<file path="config.mk">
export PLATFORM = sky130hd
export DESIGN_NAME = bmp_stream_reader
export DESIGN_NICKNAME = d
export VERILOG_FILES = /design/src/rtl/bmp_stream_reader_pkg.sv /design/src/rtl/bmp_stream_reader_out_fifo.sv /design/src/rtl/bmp_stream_reader.sv
export SDC_FILE = /design/constraint.sdc
export NUM_CORES = 1
export LEC_CHECK = 0
export CAP_MARGIN = 0
export CORE_ASPECT_RATIO = 1.4
export CORE_UTILIZATION = 45
export DETAILED_ROUTE_END_ITERATION = 7
export GPL_TIMING_DRIVEN = 0
export PLACE_DENSITY = 0.7
export SLEW_MARGIN = 30
export SYNTH_ARGS = -nofsm -noshare
export SYNTH_HDL_FRONTEND = slang
export SYNTH_SLANG_ARGS = --single-unit
</file>
<file path="constraint.sdc">
create_clock -name clk -period 2 [get_ports clk]
set_input_delay 0.3 -clock clk [delete_from_list [all_inputs] [get_ports clk]]
set_output_delay 0.3 -clock clk [all_outputs]
set_load 0.01 [all_outputs]
</file>
<file path="src/rtl/bmp_stream_reader_pkg.sv">
// Shared sizes for the BMP read-back path and the stream-length helper.
// Stream length depends on the optional BMP_STREAM_BITPACK_EN build macro.
package bmp_stream_reader_pkg;

    localparam int DEF_BYTE_WIDTH  = 8;
    localparam int DEF_ADDR_WIDTH  = 12;
    localparam int DEF_HEADER_SIZE = 54;
    localparam int DEF_TOTAL_SIZE  = 118;
    localparam int DEF_FIFO_DEPTH  = 4;

    // Number of bytes the reader emits for a file of total_size bytes.
    function automatic int stream_length(input int header_size, input int total_size);
`ifdef BMP_STREAM_BITPACK_EN
        return header_size + (total_size - header_size + 7) / 8;
`else
        return total_size;
`endif
    endfunction

endpackage

</file>
<file path="src/rtl/bmp_stream_reader_out_fifo.sv">
// Output buffer of the BMP stream reader: DEPTH entries of {last, data},
// head entry presented combinationally, data forced to zero while empty.
module bmp_out_fifo #(
    parameter int DEPTH = 4,
    parameter int WIDTH = 8
) (
    input  logic                         clk,
    input  logic                         rst_n,
    input  logic                         i_push,
    input  logic [WIDTH-1:0]             i_push_data,
    input  logic                         i_push_last,
    input  logic                         i_pop,
    output logic                         o_valid,
    output logic [WIDTH-1:0]             o_data,
    output logic                         o_last,
    output logic [$clog2(DEPTH+1)-1:0]   o_count
);

    localparam int PTR_W = (DEPTH > 1) ? $clog2(DEPTH) : 1;
    localparam int CNT_W = $clog2(DEPTH + 1);

    logic [WIDTH:0]     r_mem [DEPTH];
    logic [PTR_W-1:0]   r_wr_ptr;
    logic [PTR_W-1:0]   r_rd_ptr;
    logic [CNT_W-1:0]   r_count;
    logic               w_do_push;
    logic               w_do_pop;
    logic [WIDTH:0]     w_head;

    function automatic logic [PTR_W-1:0] ptr_inc(input logic [PTR_W-1:0] p);
        return (p == PTR_W'(DEPTH - 1)) ? '0 : p + PTR_W'(1);
    endfunction

    assign w_do_pop  = i_pop && (r_count != '0);
    assign w_do_push = i_push && ((r_count != CNT_W'(DEPTH)) || w_do_pop);

    always_ff @(posedge clk or negedge rst_n) begin
        if (!rst_n) begin
            r_wr_ptr <= '0;
            r_rd_ptr <= '0;
            r_count  <= '0;
        end else begin
            if (w_do_push) r_wr_ptr <= ptr_inc(r_wr_ptr);
            if (w_do_pop)  r_rd_ptr <= ptr_inc(r_rd_ptr);
            r_count <= r_count + CNT_W'(w_do_push) - CNT_W'(w_do_pop);
        end
    end

    always_ff @(posedge clk) begin
        if (w_do_push) r_mem[r_wr_ptr] <= {i_push_last, i_push_data};
    end

    assign w_head  = r_mem[r_rd_ptr];
    assign o_valid = (r_count != '0);
    assign o_data  = o_valid ? w_head[WIDTH-1:0] : '0;
    assign o_last  = o_valid && w_head[WIDTH];
    assign o_count = r_count;

endmodule

</file>
<file path="src/rtl/bmp_stream_reader.sv">
// Streams the stored BMP out of image RAM as a valid/ready byte stream.
// Build macro BMP_STREAM_BITPACK_EN packs pixel bytes 8:1 (header kept verbatim).
module bmp_stream_reader
    import bmp_stream_reader_pkg::*;
#(
    parameter int ADDR_WIDTH  = DEF_ADDR_WIDTH,
    parameter int BYTE_WIDTH  = DEF_BYTE_WIDTH,
    parameter int HEADER_SIZE = DEF_HEADER_SIZE,
    parameter int TOTAL_SIZE  = DEF_TOTAL_SIZE,
    parameter int FIFO_DEPTH  = DEF_FIFO_DEPTH
) (
    input  logic                    clk,
    input  logic                    rst_n,
    input  logic                    start,
    input  logic [BYTE_WIDTH-1:0]   RAM_Q,
    output logic                    RAM_ren,
    output logic [ADDR_WIDTH-1:0]   RAM_addr,
    output logic                    out_valid,
    input  logic                    out_ready,
    output logic [BYTE_WIDTH-1:0]   out_data,
    output logic                    out_last,
    output logic                    busy,
    output logic                    done
);

    localparam int CNT_W = $clog2(FIFO_DEPTH + 1);
    localparam int OCC_W = CNT_W + 2;
    localparam logic [ADDR_WIDTH-1:0] LAST_ADDR = ADDR_WIDTH'(TOTAL_SIZE - 1);

    typedef enum logic [1:0] {
        ST_IDLE,
        ST_READ,
        ST_DRAIN,
        ST_DONE
    } state_t;

    state_t                 r_state;
    state_t                 w_next_state;
    logic [ADDR_WIDTH-1:0]  r_addr;
    logic [1:0]             r_inflight;
    logic                   r_cap_vld;
    logic                   r_cap_last;
    logic                   w_issue;
    logic                   w_credit;
    logic [OCC_W-1:0]       w_occ;
    logic                   w_pend;
    logic                   w_push;
    logic [BYTE_WIDTH-1:0]  w_push_data;
    logic                   w_push_last;
    logic                   w_pop;
    logic [CNT_W-1:0]       w_fifo_count;

    // Pending pack byte reserves a FIFO slot so the final flush can never overflow.
    assign w_occ    = OCC_W'(w_fifo_count) + OCC_W'(r_inflight) + OCC_W'(w_pend);
    assign w_credit = (w_occ < OCC_W'(FIFO_DEPTH));
    assign w_pop    = out_valid && out_ready;

    always_comb begin
        w_next_state = r_state;
        w_issue      = 1'b0;
        busy         = 1'b0;
        done         = 1'b0;
        case (r_state)
            ST_IDLE: begin
                if (start) w_next_state = ST_READ;
            end
            ST_READ: begin
                busy    = 1'b1;
                w_issue = w_credit;
                if (w_issue && (r_addr == LAST_ADDR)) w_next_state = ST_DRAIN;
            end
            ST_DRAIN: begin
                busy = 1'b1;
                if ((w_fifo_count == '0) && (r_inflight == 2'd0) && !w_pend)
                    w_next_state = ST_DONE;
            end
            ST_DONE: begin
                done         = 1'b1;
                w_next_state = ST_IDLE;
            end
            default: w_next_state = ST_IDLE;
        endcase
    end

    always_ff @(posedge clk or negedge rst_n) begin
        if (!rst_n) begin
            r_state    <= ST_IDLE;
            r_addr     <= '0;
            r_inflight <= 2'd0;
            r_cap_vld  <= 1'b0;
            r_cap_last <= 1'b0;
        end else begin
            r_state    <= w_next_state;
            r_cap_vld  <= w_issue;
            r_cap_last <= w_issue && (r_addr == LAST_ADDR);
            if ((r_state == ST_IDLE) && start)
                r_addr <= '0;
            else if (w_issue)
                r_addr <= r_addr + ADDR_WIDTH'(1);
            case ({w_issue, r_cap_vld})
                2'b10:   r_inflight <= r_inflight + 2'd1;
                2'b01:   r_inflight <= r_inflight - 2'd1;
                default: r_inflight <= r_inflight;
            endcase
        end
    end

    assign RAM_ren  = w_issue;
    assign RAM_addr = r_addr;

`ifdef BMP_STREAM_BITPACK_EN
    localparam int PK_W = $clog2(BYTE_WIDTH);
    localparam logic [PK_W-1:0] PK_MAX = PK_W'(BYTE_WIDTH - 1);
    localparam logic [ADDR_WIDTH-1:0] HDR_END = ADDR_WIDTH'(HEADER_SIZE);

    logic                   r_cap_hdr;
    logic [BYTE_WIDTH-1:0]  r_pack;
    logic [PK_W-1:0]        r_pack_cnt;
    logic                   w_bit;
    logic [BYTE_WIDTH-1:0]  w_pack_val;
    logic                   w_flush;

    // First pixel lands in the MSB.
    assign w_bit      = |RAM_Q;
    assign w_pack_val = r_pack | ({{(BYTE_WIDTH-1){1'b0}}, w_bit} << (PK_MAX - r_pack_cnt));
    assign w_flush    = (r_pack_cnt == PK_MAX) || r_cap_last;
    assign w_pend     = (r_pack_cnt != '0);

    always_comb begin
        w_push      = 1'b0;
        w_push_data = RAM_Q;
        w_push_last = r_cap_last;
        if (r_cap_vld) begin
            if (r_cap_hdr) begin
                w_push = 1'b1;
            end else if (w_flush) begin
                w_push      = 1'b1;
                w_push_data = w_pack_val;
            end
        end
    end

    always_ff @(posedge clk or negedge rst_n) begin
        if (!rst_n) begin
            r_cap_hdr  <= 1'b0;
            r_pack     <= '0;
            r_pack_cnt <= '0;
        end else begin
            r_cap_hdr <= (r_addr < HDR_END);
            if (r_cap_vld && !r_cap_hdr) begin
                if (w_flush) begin
                    r_pack     <= '0;
                    r_pack_cnt <= '0;
                end else begin
                    r_pack     <= w_pack_val;
                    r_pack_cnt <= r_pack_cnt + PK_W'(1);
                end
            end
        end
    end
`else
    assign w_pend      = 1'b0;
    assign w_push      = r_cap_vld;
    assign w_push_data = RAM_Q;
    assign w_push_last = r_cap_last;
`endif

    bmp_out_fifo #(
        .DEPTH (FIFO_DEPTH),
        .WIDTH (BYTE_WIDTH)
    ) u_out_fifo (
        .clk         (clk),
        .rst_n       (rst_n),
        .i_push      (w_push),
        .i_push_data (w_push_data),
        .i_push_last (w_push_last),
        .i_pop       (w_pop),
        .o_valid     (out_valid),
        .o_data      (out_data),
        .o_last      (out_last),
        .o_count     (w_fifo_count)
    );

endmodule

</file>
After elaboration in Yosys (flattened, before gate mapping)
Memories as Yosys holds them, arrays and structs flattened.
Cells that the tools add are included.
{ "totals": {"ff_bits": 25, "mem_bits_rw": 36, "input_bits": 12, "mem_count": 1} }
{ "mem_list": {"columns": ["memory", "depth", "width", "rd", "rd_ports_with_merged_regs", "write_ports", "line_no", "source"], "rows": [
  ["u_out_fifo.r_mem", 4, 9, 1, 0, 1, "bmp_stream_reader_out_fifo.sv:22", "logic [WIDTH:0] r_mem [DEPTH];"]
]} }
{ "op_classes": {"n_addsub": 8, "order_cmp": 1, "eq_ne": 12, "n_mux": 15, "n_reduce_logical": 17} }
{ "op_table": {"columns": ["operator", "count"], "rows": [
  ["$mux 12", 2],
  ["$add 12x1->12 const B", 1],
  ["$eq 12x7->1 const B", 1],
  ["$eq 2x2->1 const B", 5],
  ["$mux 2", 5],
  ["$logic_and 1x1->1", 8],
  ["$mux 8", 1],
  ["$pmux 2 s4", 1],
  ["$add 2x1->2 const B", 3],
  ["$ne 2x2->1 const B", 3],
  ["$mux 1", 5],
  ["$add 3x2->4", 1],
  ["$eq 2x1->1 const B", 2],
  ["$logic_not 2->1", 2],
  ["$lt 4x3->1 const B", 1],
  ["$pmux 2 s2", 1],
  ["$reduce_bool 2->1", 2],
  ["$add 3x1->3", 1],
  ["$logic_not 3->1", 1],
  ["$ne 3x3->1 const B", 1],
  ["$reduce_and 3->1", 1],
  ["$reduce_bool 3->1", 1],
  ["$sub 3x1->3", 1],
  ["$reduce_or 2->1", 1],
  ["other kinds (2)", 2]
]} }

Depth between registers and ports, before layout
Gate-level depths: netlist of run 1.
{ "depth": {"word_depth": 7, "depth_mapped": 8, "ltp_nobuf": 7} }

By module
From an unflattened synthesis of run 1, not the netlist that was laid out.
{ "unflattened": {"cells_unflattened": 195, "area_unflattened_um2": 2808.9} }
{ "modules_own_cells": {"columns": ["module", "n_inst", "cells_each", "area_per_inst_um2", "seq_area_each_um2"], "rows": [
  ["bmp_out_fifo", 1, 94, 1790.5, 1256.2],
  ["bmp_stream_reader", 1, 101, 1018.5, 450.4]
]} }

Worst setup path before layout of run 1
Ideal clock, no wire load.
{ "synth_path": {"kind": "register to register", "start": "register u_out_fifo.r_count[1], in the netlist u_out_fifo.o_count[1]", "end": "register r_state[1]", "setup_ns": 0.125, "arrival_ns": 1.877, "t_required_ns": 1.875, "setup_slack_ns": -0.002, "path_stages_with_launch": 6, "path_buffers": 0, "path_cell_list": "dfrtp_1 ha_1 a311o_2 nor4_2 o221ai_2 mux2_4"} }
{ "synth_between": {"elab_chain_cells": 5} }
{ "synth_rtl": {"columns": ["element", "line_no", "source"], "rows": [
  ["from (decl)", "bmp_stream_reader_out_fifo.sv:25", "logic [CNT_W-1:0] r_count;"],
  ["from (signal assigned)", "bmp_stream_reader_out_fifo.sv:45", "r_count <= r_count + CNT_W'(w_do_push) - CNT_W'(w_do_pop);"],
  ["$add 3x2->4", "bmp_stream_reader.sv:54", "assign w_occ = OCC_W'(w_fifo_count) + OCC_W'(r_inflight) + OCC_W'(w_pend);"],
  ["$lt 4x3->1", "bmp_stream_reader.sv:55", "assign w_credit = (w_occ < OCC_W'(FIFO_DEPTH));"],
  ["$logic_and 1x1->1", "bmp_stream_reader.sv:70", "if (w_issue && (r_addr == LAST_ADDR)) w_next_state = ST_DRAIN;"],
  ["$ne 2x2->1 (no line)", null, null],
  ["$reduce_and 3->1 (no line) *", null, null],
  ["to (signal assigned)", "bmp_stream_reader.sv:93", "r_state <= w_next_state;"],
  ["to (decl)", "bmp_stream_reader.sv:37", "state_t r_state;"]
]} }
Every way passes the cells marked *; elsewhere a longest branch is shown, timed or not.
A chain may end at the register's enable or synchronous reset.

Worst setup path in the final report of run 1
{ "layout_path": {"start": "register u_out_fifo.r_count[1], in the netlist u_out_fifo.o_count[1]", "end": "register r_addr[11], in the netlist RAM_addr[11]"} }
{ "layout_between": {"elab_chain_cells": 4} }
{ "layout_rtl": {"columns": ["element", "line_no", "source"], "rows": [
  ["$add 3x2->4", "bmp_stream_reader.sv:54", null],
  ["$lt 4x3->1", "bmp_stream_reader.sv:55", null],
  ["$mux 1", "bmp_stream_reader.sv:63", "case (r_state)"],
  ["$reduce_bool 2->1 (no line)", null, null],
  ["to (signal assigned)", "bmp_stream_reader.sv:99", "r_addr <= r_addr + ADDR_WIDTH'(1);"],
  ["to (decl)", "bmp_stream_reader.sv:39", "logic [ADDR_WIDTH-1:0] r_addr;"]
]} }
Every way passes these cells.

==> summary.txt, run 1 <==
Clocking
  – Htree depth: 3
  – Clock sink total: 61
  – Clk_lat worst skew: 0.34 ns
  – CTS root buf: clkbuf_8
  – Number of buffers created by CTS: 9
  – Bufs on Longest Clock Path: 2
  – TritonCTS clock tree: yes
  – Clock-pin slew on the worst setup and hold paths: 0.07 ns

Critical path
  – CP Class: reg -> reg
  – Worst Setup Start Kind: register
  – CP arrival: 2.25 ns
  – CP Capture Type: register
  – Required @ worst endpoint: 2.26 ns
  – Max FO, Critical Path: 5

Run status
  – Status: complete, no violations

Placement
  – Dpl cell area: 3240 sq um
  – Post-DP HPWL: 3.26 mm
  – Cells after DPL: 297
  – PortBufs: 36
  – Placer Congestion: 0.732
  – Place WS: -0.382 ns

Global route
  – Largest net degree at the start of global routing: 26
  – Vias in the first global route: 1,766
  – Layer with the highest usage: met2
  – Met2 Resource Use GR: 31.5%
  – First-pass GRT wire length: 8.38 mm
  – Met3 GRT Util: 3.23%
  – Grt ovf: 0
  – Initial antenna violation count: 0
  – Met1 Usage GRT: 20.8%
  – Total track usage: 18.4%

Drt
  – Vias/cell: 5.35
  – Per-cell routed wire length: 15.8 microns
  – DR iter-0 viols: 72
  – DRT Pass-1 Iters: 4
  – DRT Wirelength: 5.24 mm
  – Routed vias: 1,771
  – # DRC: 0
  – Antenna viol nets, final: 0

Timing
  – Tmin final: 1.99 ns
  – Final worst slack: 0.00945 ns
  – Endpoints failing setup: 0
  – Worst-Margin Slew: 0.572 ns
  – FMAX: 502 MHz
  – Max-slew violations: 0
  – Tcrit/Tclk final: 99.5%
  – Clk_skew: 0.00539 ns
  – Slew margin rel.: 61.8%
  – Unrepaired setup endpoints after global routing: true
  – Fin. Hold Viols: 0

Final layout
  – Combined area of the multi-input logic cells: 1080 sq um
  – Share of cells above drive strength 1: 30.3%
  – Syn-to-layout area delta: 30.6%
  – Diode count: 0
  – Design area: 3650 sq um
  – Non-filler instance count after layout: 331
  – Fill cells: 458
  – Storage element area: 1710 sq um
  – Final #Nets: 284

Floorplanning
  – Die area: 6530 sq um
  – I/O Pins: 37
  – Die height: 95.2 microns
  – Cell Rows: 33
  – Initial core utilization: 47.3%
  – Die width: 68.6 microns
  – Core area: 5900 sq um

Logic synthesis
  – Post-synthesis instance area: 2790 sq um
  – Synth area leader: edfxtp_1
  – Syn avg cell area: 14.6 sq um
  – Top cells by area, synth: edfxtp_1, dfrtp_1, mux4_2
  – Synth Warn #: 0
  – Gate Count Post-Synth: 191
  – Yosys cell types: 35
  – Synthesized Nets: 219
  – Register area share after synthesis: 61.1%
  – Synth top area share: 38.7%
  – FF+latch count, synth: 61

Pwr
  – VDD IR-drop max: 1.14 mV
  – Pwr dens: 1410 nW/um^2
  – Leakage: 1.45 nW

Worst hold path
  – Hold crit path type: in -> async

Job
  – Max-cap violations: 0
==> synthesized netlist by cell type <==
| cell type | n |
|---|---|
| a211oi_1 | 1 |
| a21o_1 | 1 |
| a21oi_1 | 4 |
| a311o_2 | 1 |
| a311oi_4 | 1 |
| and2_1 | 17 |
| and3_1 | 1 |
| and4_1 | 1 |
| buf_2 | 1 |
| clkbuf_1 | 4 |
| dfrtp_1 | 25 |
| edfxtp_1 | 36 |
| fa_1 | 1 |
| ha_1 | 15 |
| inv_1 | 11 |
| mux2_2 | 1 |
| mux2_4 | 1 |
| mux2i_1 | 1 |
| mux4_2 | 9 |
| nand2_1 | 5 |
| nand3_1 | 5 |
| nand4_1 | 6 |
| nor2_1 | 11 |
| nor3_1 | 1 |
| nor4_1 | 1 |
| nor4_2 | 1 |
| o21ai_0 | 4 |
| o221ai_2 | 1 |
| o31ai_1 | 4 |
| o41a_1 | 1 |
| or3_1 | 2 |
| or4_1 | 3 |
| or4b_1 | 2 |
| xnor2_1 | 5 |
| xor2_1 | 7 |
==> cells by family (layout without fill, tap and decap cells) <==
logic type                 after synthesis  count (layout)  share of synthesized area [%]
buffers and inverters                   16              86                           2.20
and+or+nand+nor                         56              56                           11.6
xor gates and xnor gates                12              12                           3.77
adders and majority gates               16              16                           7.44
muxes                                   12              12                           8.56
DFF                                     61              61                           61.1
AOI/OAI and AO/OA                       18              18                           5.33
==> state kept, by name, summed over array words and instances, names as in the netlist <==
signal and flops:
RAM_addr 12, u_out_fifo.r_wr_ptr 2, u_out_fifo.r_rd_ptr 2, u_out_fifo.r_mem 36, r_cap_vld 1, u_out_fifo.o_count 3, r_cap_last 1, r_state 2
r_inflight 2
==> power breakdown <==
group	switching [mW]	total, mW	internal, mW
clock	0.486	1.09	0.604
sequential	0.196	1.77	1.58
combinational	1.00	2.28	1.28
==> per-layer routing <==
layer / share of wire [%] / vias up
li1: - / 845
met4: 2.0 / 0
met3: 4.4 / 9
met2: 54 / 49
met5: 0 / -
met1: 40 / 868
==> critical path: stages, from the launching register on <==
cell	delay (ns)
dfrtp_1	0.43
ha_4	0.25
a311oi_4	0.27
buf_6	0.17
nand4_1	0.19
or4_1	0.45
a21oi_1	0.15
==> layout make-up <==
type,instances,share of cell area [%]
buffer,3,0.686
clock inverter,6,1.72
clock buffer,10,3.77
sequential,61,46.9
inverter,11,1.13
multi-input combinational,114,29.7
tap,70,2.40
timing repair buffer,56,13.7
==> what timing repair did <==
action                                 4_1_cts  5_1_grt
endpoints found under the hold margin       25        0
setup endpoints to repair                   18       16
cloned                                       2        0
gates resized for setup                     61       15
buffers inserted                            10        8
pin swaps                                   10        7
hold buffers                                 1        0
==> placed cells by master (no fill, tap or decap), types with 4 or more instances in the layout <==
cell type	instances
edfxtp_1	36
clkdlybuf4s50_1	23
dfrtp_1	22
buf_4	15
and2_1	13
ha_1	13
clkbuf_8	11
nor2_1	11
inv_1	10
mux4_2	9
xor2_1	7
nand4_1	6
buf_2	6
buf_6	6
xnor2_1	5
and2_4	4
nand3_1	4
nand2_1	4
a21oi_1	4
==> stage by stage <==
stage               TNS [ns]  hold slack (ns)  util (%)  power [mW]
floorplan                  0          0.00441         -        2.99
global placement       -3.51            0.479      55.0        3.65
detailed placement     -4.26            0.331      54.9        3.69
CTS                   -0.140            0.504      60.6        5.02
global route          -0.221            0.532      61.8        5.49
finish                     0            0.486      61.8        5.14
==> worst paths after layout <==
check,startpoint,endpoint,slack (ns),cells past startpoint
setup / recovery,u_out_fifo.o_count[1],RAM_addr[11],0.009,6
hold / removal,rst_n,RAM_addr[10],0.49,2
setup reg to reg,u_out_fifo.o_count[1],RAM_addr[11],0.009,6
hold reg to reg,r_cap_last,u_out_fifo.r_mem[0][8],0.50,0
max in group asynchronous,rst_n,u_out_fifo.o_count[0],1.09,2
min in group clk,r_cap_last,u_out_fifo.r_mem[0][8],0.50,0
No activity file was read; power rests on OpenSTA's default activity.
==> run 2, diff against run 1 <==
- ABC_AREA: unset -> 1
- PLACE_DENSITY: 0.7 -> 0.69
==> run 2 against run 1 <==
  * The flow now finishes with violations (design-rule violations)
  * Clock power grew 35%
  * Wire length grew 23%
  * Synthesized area grew 7.3%
  * Die area grew 7.1%
  * Clock-buffer cell count shrank 1
  * Largest cell class unchanged
  * Critical endpoint is now out_valid
  * Sequential share of layout area shrank 3.0 points
  * Flip-flop and latch count is the same
  * Utilization shrank 0.40 points
==> summary.txt, run 2 <==
Run status
  – Status: finished with violations
  – Violations in the final reports: design-rule violations

Drt
  – # DRC: 3
  – DRT Pass-1 Iters: 8
  – Vias/cell: 5.15
  – DRT Wirelength: 6.45 mm
  – DR iter-0 viols: 136
  – Routed vias: 2,293
  – Antenna viol nets, final: 0
  – Per-cell routed wire length: 14.5 microns

Floorplanning
  – Initial core utilization: 47.3%
  – Die height: 98.5 microns
  – Cell Rows: 34
  – Die width: 71.0 microns
  – Core area: 6340 sq um
  – Die area: 6990 sq um
  – I/O Pins: 37

Logic synthesis
  – Post-synthesis instance area: 3000 sq um
  – Gate Count Post-Synth: 302
  – Synth area leader: edfxtp_1
  – Register area share after synthesis: 57.0%
  – Most frequent cells after synthesis: nor2_1, edfxtp_1, nand2_1, inv_1, o21ai_0
  – Synthesized Nets: 330
  – Post-synth EDFFs: 36
  – Top_reg_cell synth: edfxtp_1
  – Syn avg cell area: 9.92 sq um
  – Yosys cell types: 33
  – FF+latch count, synth: 61
  – Cell with the most instances after synthesis: nor2_1
  – Synth top area share: 36.1%
  – Synth Warn #: 0
  – Top cells by area, synth: edfxtp_1, dfrtp_1, nor2_1
  – Asr flop ratio synth: 41.0%

Pwr
  – Leakage: 1.64 nW
  – Tot Pwr: 5.55 mW
  – Pwr dens: 1430 nW/um^2
  – VDD IR-drop max: 0.737 mV

Clocking
  – Clock sink total: 61
  – TritonCTS clock tree: yes
  – Bufs on Longest Clock Path: 2
  – Number of buffers created by CTS: 9
  – CTS root buf: clkbuf_8
  – Htree depth: 3
  – Clock-pin slew on the worst setup and hold paths: 0.07 ns
  – Clk_lat worst skew: 0.34 ns

Final layout
  – Final #Nets: 396
  – Fill cells: 522
  – Design area: 3890 sq um
  – Diode count: 0
  – Most common cell after layout, fill and taps aside: nor2_1
  – Share of cells above drive strength 1: 22.8%
  – Biggest register: u_out_fifo.r_mem
  – Non-filler instance count after layout: 445
  – Max reg flops: 36
  – Syn-to-layout area delta: 29.8%
  – Most frequent cells in the layout: nor2_1, edfxtp_1, nand2_1

Global route
  – Total track usage: 20.2%
  – First-pass GRT wire length: 10.7 mm
  – Largest net degree at the start of global routing: 26
  – Grt ovf: 0
  – Vias in the first global route: 2,296
  – Initial antenna violation count: 0

Critical path
  – Worst Setup Start Kind: register
  – CP arrival: 1.65 ns
  – Max FO, Critical Path: 4
  – CP Class: reg -> out
  – CP Capture Type: primary output
  – Required @ worst endpoint: 1.70 ns
  – Internal reg-to-reg setup slack: 0.11 ns

Worst hold path
  – Hold crit path type: in -> async

Timing
  – Unrepaired setup endpoints after global routing: true
  – FMAX: 514 MHz
  – Fin Setup TNS: 0 ns
  – Tcrit/Tclk final: 97.3%
  – Max-slew violations: 0
  – Endpoints failing setup: 0
  – Clk_skew: 0.00698 ns
  – Tmin final: 1.95 ns
  – Slew margin rel.: 60.7%
  – Worst-Margin Slew: 0.589 ns
  – Fin. Hold Viols: 0

Job
  – Max-cap violations: 0

Placement
  – PortBufs: 36
  – Post-DP HPWL: 4.13 mm
  – Placer Congestion: 0.807
  – Cells after DPL: 410
  – Dpl cell area: 3440 sq um
[run 2: path summary, 6_finish.rpt]
path                                       startpoint                endpoint  cells past startpoint
worst min-delay path                            rst_n            RAM_addr[10]                      2
worst max-delay path            u_out_fifo.o_count[2]               out_valid                      4
worst min register to register             r_cap_last  u_out_fifo.r_mem[1][8]                      0
min in group clk                           r_cap_last  u_out_fifo.r_mem[1][8]                      0
worst max register to register  u_out_fifo.o_count[2]   u_out_fifo.o_count[2]                      8
max in group asynchronous                       rst_n   u_out_fifo.o_count[2]                      2
[run 2: power breakdown]
part,switching [mW],internal [mW],leakage [nW]
clock network,0.510,0.962,0.134
registers,0.191,1.56,0.647
logic,1.28,1.05,0.856
total,1.98,3.57,1.64
[run 2: routing by layer]
| metal | track usage [%] | vias to the layer above | part of all wire, % |
|---|---|---|---|
| li1 | - | 1124 | - |
| met5 | 0 | - | 0 |
| met1 | 23.2 | 1114 | 41 |
| met4 | 7.85 | 0 | 1.8 |
| met3 | 3.48 | 12 | 3.2 |
| met2 | 37.1 | 43 | 54 |
[run 2: per-stage QoR]
step           hold slack [ns]  setup slack [ns]  utilization (%)
2_1_floorplan          0.00441             0.245                -
3_5_place_dp             0.339            -0.418             54.3
3_3_place_gp             0.468            -0.398             54.4
5_1_grt                  0.516           -0.0176             61.4
4_1_cts                  0.498           0.00381             61.0
6_report                 0.490            0.0543             61.4
[run 2: timing repair]
action / CTS / global route
hold buffers: 1 / 0
endpoints found under the setup margin: 47 / 13
buffers inserted: 13 / 5
endpoints found under the hold margin: 25 / 0
pin swaps: 1 / 3
gates resized for setup: 35 / 20
[run 2: cells by family (layout without fill, tap and decap cells)]
| kind of cell | Yosys count | after routing | synth area share (%) |
|---|---|---|---|
| adders and majority gates | 16 | 16 | 6.93 |
| and+or+nand+nor | 134 | 134 | 20.9 |
| DFF | 61 | 61 | 57.0 |
| xor gates and xnor gates | 3 | 3 | 0.877 |
| buffers and inverters | 41 | 112 | 6.10 |
| AOI/OAI and AO/OA | 47 | 47 | 8.23 |
[run 2: layout make-up]
type	count	area, sq um	share of cell area [%]
repair buffers	55	459	11.8
inverters	33	131	3.38
well taps	72	90.1	2.32
multi-input cells	200	1140	29.4
clock buffers	9	124	3.19
flip-flops and latches	61	1710	44.0
plain buffers	8	86.3	2.22
clock inverters	7	146	3.76
[run 2: worst max-delay path, cell delays in order, from the launching register on]
cell             delay, ns
dfrtp_2               0.44
nor3_4                0.24
buf_6                 0.14
inv_1                 0.03
clkdlybuf4s50_1       0.46
==> run 3, diff against run 2 <==
- SYNTH_HIERARCHICAL: unset -> 1
==> run 3 against run 2 <==
  * The flow finishes with violations (negative setup slack)
  * Combinational power up 6%
  * Critical path depth up 7
  * Register-to-register slack got worse by 0.19 ns
  * Die area grew 4.2%
  * Global-route usage is 0.27 points lower
  * Largest cell class unchanged
==> summary.txt, run 3 <==
Placement
  – PortBufs: 36
  – Cells after DPL: 466
  – Post-DP HPWL: 4.16 mm
  – Placer Congestion: 0.865

Critical path
  – CP arrival: 2.31 ns
  – Internal reg-to-reg setup slack: -0.08 ns
  – CP Class: reg -> reg
  – Slowest stage delay, CP: 0.54 ns
  – Worst r2r dst: u_out_fifo/o_count[1]
  – CP Capture Type: register
  – Required @ worst endpoint: 2.23 ns
  – Cells on worst reg2reg path: 11
  – Worst Setup Start Kind: register
  – Max FO, Critical Path: 4
  – Top cell by count, worst path: inv_2
  – Crit-path slowest cell: fa_2
  – Crit path cell chain: nor2_4, nand2_4, buf_4, nand2_2, inv_1, ha_4, inv_2, ha_4, inv_2, fa_2, inv_2
  – RR Startpoint: u_out_fifo/o_count[0]

Timing
  – Slew margin rel.: 60.3%
  – Final worst slack: -0.0751 ns
  – Max-slew violations: 0
  – Clk_skew: 0.00844 ns
  – Tmin final: 2.08 ns
  – Endpoints failing setup: 1
  – Tcrit/Tclk final: 104%
  – Worst-Margin Slew: 0.595 ns
  – Unrepaired setup endpoints after global routing: true
  – Fin Setup TNS: -0.0751 ns
  – FMAX: 482 MHz
  – Fin. Hold Viols: 0

Pwr
  – Combinational share of power: 48.2%
  – P_int: 3.14 mW
  – NetSw: 1.99 mW
  – Switching portion of total power: 38.8%
  – VDD IR-drop max: 0.787 mV
  – Clock network fraction of total power: 18.5%
  – Part of the power in registers: 33.3%
  – Tot Pwr: 5.13 mW
  – Pwr dens: 1270 nW/um^2
  – Leakage: 1.82 nW

Final layout
  – Syn-to-layout area delta: 29.0%
  – Most common cell after layout, fill and taps aside: nand2_1
  – Non-filler instance count after layout: 501
  – Layout Utilization: 60.5%
  – Fill cells: 622
  – Diode count: 0
  – Biggest register: u_out_fifo/r_mem
  – Final #Nets: 433
  – Combined area of the multi-input logic cells: 1200 sq um
  – Most frequent cells in the layout: nand2_1, inv_1, edfxtp_1
  – Storage element area: 1710 sq um
  – Share of cells above drive strength 1: 20.3%
  – Max reg flops: 36

Drt
  – Per-cell routed wire length: 12.9 microns
  – Routed vias: 2,391
  – DRT Wirelength: 6.48 mm
  – Max Used Layer: met4
  – M1 WL: 2.73 mm
  – Met3 wire length: 232 microns
  – # DRC: 0
  – DR WL met2: 3.44 mm
  – DR iter-0 viols: 128
  – DRT Pass-1 Iters: 4
  – Vias/cell: 4.77
  – Antenna viol nets, final: 0

Clocking
  – Clk_lat worst skew: 0.33 ns
  – TritonCTS clock tree: yes
  – CTS root buf: clkbuf_8
  – Bufs on Longest Clock Path: 2
  – Number of buffers created by CTS: 9
  – Clock-pin slew on the worst setup and hold paths: 0.07 ns
  – Clock sink total: 61
  – Htree depth: 3

Logic synthesis
  – Synth top area share: 34.6%
  – Gate Count Post-Synth: 338
  – Synthesized Nets: 367
  – Post-synthesis instance area: 3120 sq um
  – Most frequent cells after synthesis: nand2_1, inv_1, edfxtp_1, nand3_1, dfrtp_1
  – Cell with the most instances after synthesis: nand2_1
  – Synth area leader: edfxtp_1
  – Top_reg_cell synth: edfxtp_1
  – Asr flop ratio synth: 41.0%
  – Register area share after synthesis: 54.6%
  – FF+latch count, synth: 61
  – Top cells by area, synth: edfxtp_1, dfrtp_1, nand2_1
  – Post-synth EDFFs: 36
  – Syn avg cell area: 9.24 sq um
  – Yosys cell types: 34
  – Synth Warn #: 6

Global route
  – Grt ovf: 0
  – Total track usage: 20.0%
  – Initial antenna violation count: 0
  – Vias in the first global route: 2,350
  – Largest net degree at the start of global routing: 26
  – First-pass GRT wire length: 10.7 mm

Floorplanning
  – I/O Pins: 37
  – Die height: 101 microns
  – Core area: 6660 sq um
  – Initial core utilization: 46.9%
  – Die area: 7280 sq um
  – Cell Rows: 35
  – Die width: 72.4 microns

Job
  – Max-cap violations: 0

Worst hold path
  – Hold crit path type: in -> async

Run status
  – Violations in the final reports: negative setup slack
  – Status: finished with violations
-- run 3: how the worst max path moves through the flow --
| stage | slack (ns) | to | start |
|---|---|---|---|
| 6_report | -0.08 | u_out_fifo/o_count[1] | u_out_fifo/o_count[0] |
| 5_1_grt | -0.15 | u_out_fifo/o_count[1] | u_out_fifo/o_count[0] |
| 4_1_cts | -0.13 | u_out_fifo/o_count[1] | u_out_fifo/o_count[1] |
| 3_5_place_dp | -0.34 | u_out_fifo/r_mem[1][6] | out_ready |
| 3_3_place_gp | -0.30 | u_out_fifo/r_mem[3][6] | out_ready |
| 2_1_floorplan | -0.11 | u_out_fifo/o_count[1] | u_out_fifo/o_count[1] |
-- run 3: worst max-delay path, delay by kind of cell (launching register included) --
family | cells | cell delay (ns)
and+or+nand+nor | 3 | 0.32
DFF | 1 | 0.42
adders and majority gates | 3 | 0.89
buffers and inverters | 5 | 0.35
-- run 3: kinds of logic after synthesis --
family / Yosys count / synth area share [%]
AND/OR/NAND/NOR: 149 / 22.3
buffers and inverters: 78 / 9.97
flip-flops: 61 / 54.6
AO/OA/AOI/OAI: 30 / 5.21
adder cells (fa/ha/maj): 17 / 7.05
XOR/XNOR: 3 / 0.841
-- run 3: layer usage --
metal / vias to the layer above / global-route usage [%]
met4: 0 / 7.84
met5: - / 0
met1: 1134 / 20.9
met3: 8 / 5.40
li1: 1201 / -
met2: 48 / 37.1
-- run 3: cell type report --
cell class / count / area share, %
clock inverter: 4 / 0.590
buffer: 6 / 1.12
inverter: 72 / 7.02
clock buffer: 12 / 3.60
sequential: 61 / 42.4
tap: 92 / 2.86
timing repair buffer: 55 / 12.6
multi-input combinational: 199 / 29.8
-- run 3: repair_timing --
| action | CTS | global route |
|---|---|---|
| endpoints found under the hold margin | 25 | 0 |
| gates resized for setup | 34 | 20 |
| hold buffers | 1 | 0 |
| pin swaps | 8 | 5 |
| setup endpoints to repair | 49 | 6 |
| setup buffers | 12 | 6 |
-- run 3: power groups by stage --
stage	Combinational [mW]	Clock (mW)	Sequential (mW)
after global placement	2.03	0	1.75
after detailed placement	2.07	0	1.76
after global routing	2.75	1.03	1.73
after floorplan	1.33	0	1.72
after CTS	2.31	0.965	1.70
final	2.47	0.950	1.71
-- run 3: stage by stage --
step	hold slack [ns]	cell area, sq um	setup WS [ns]
3_3_place_gp	0.475	3620	-0.302
6_report	0.499	4030	-0.0751
2_1_floorplan	0.00441	3150	-0.106
3_5_place_dp	0.344	3620	-0.337
5_1_grt	0.532	4030	-0.149
4_1_cts	0.508	3940	-0.132
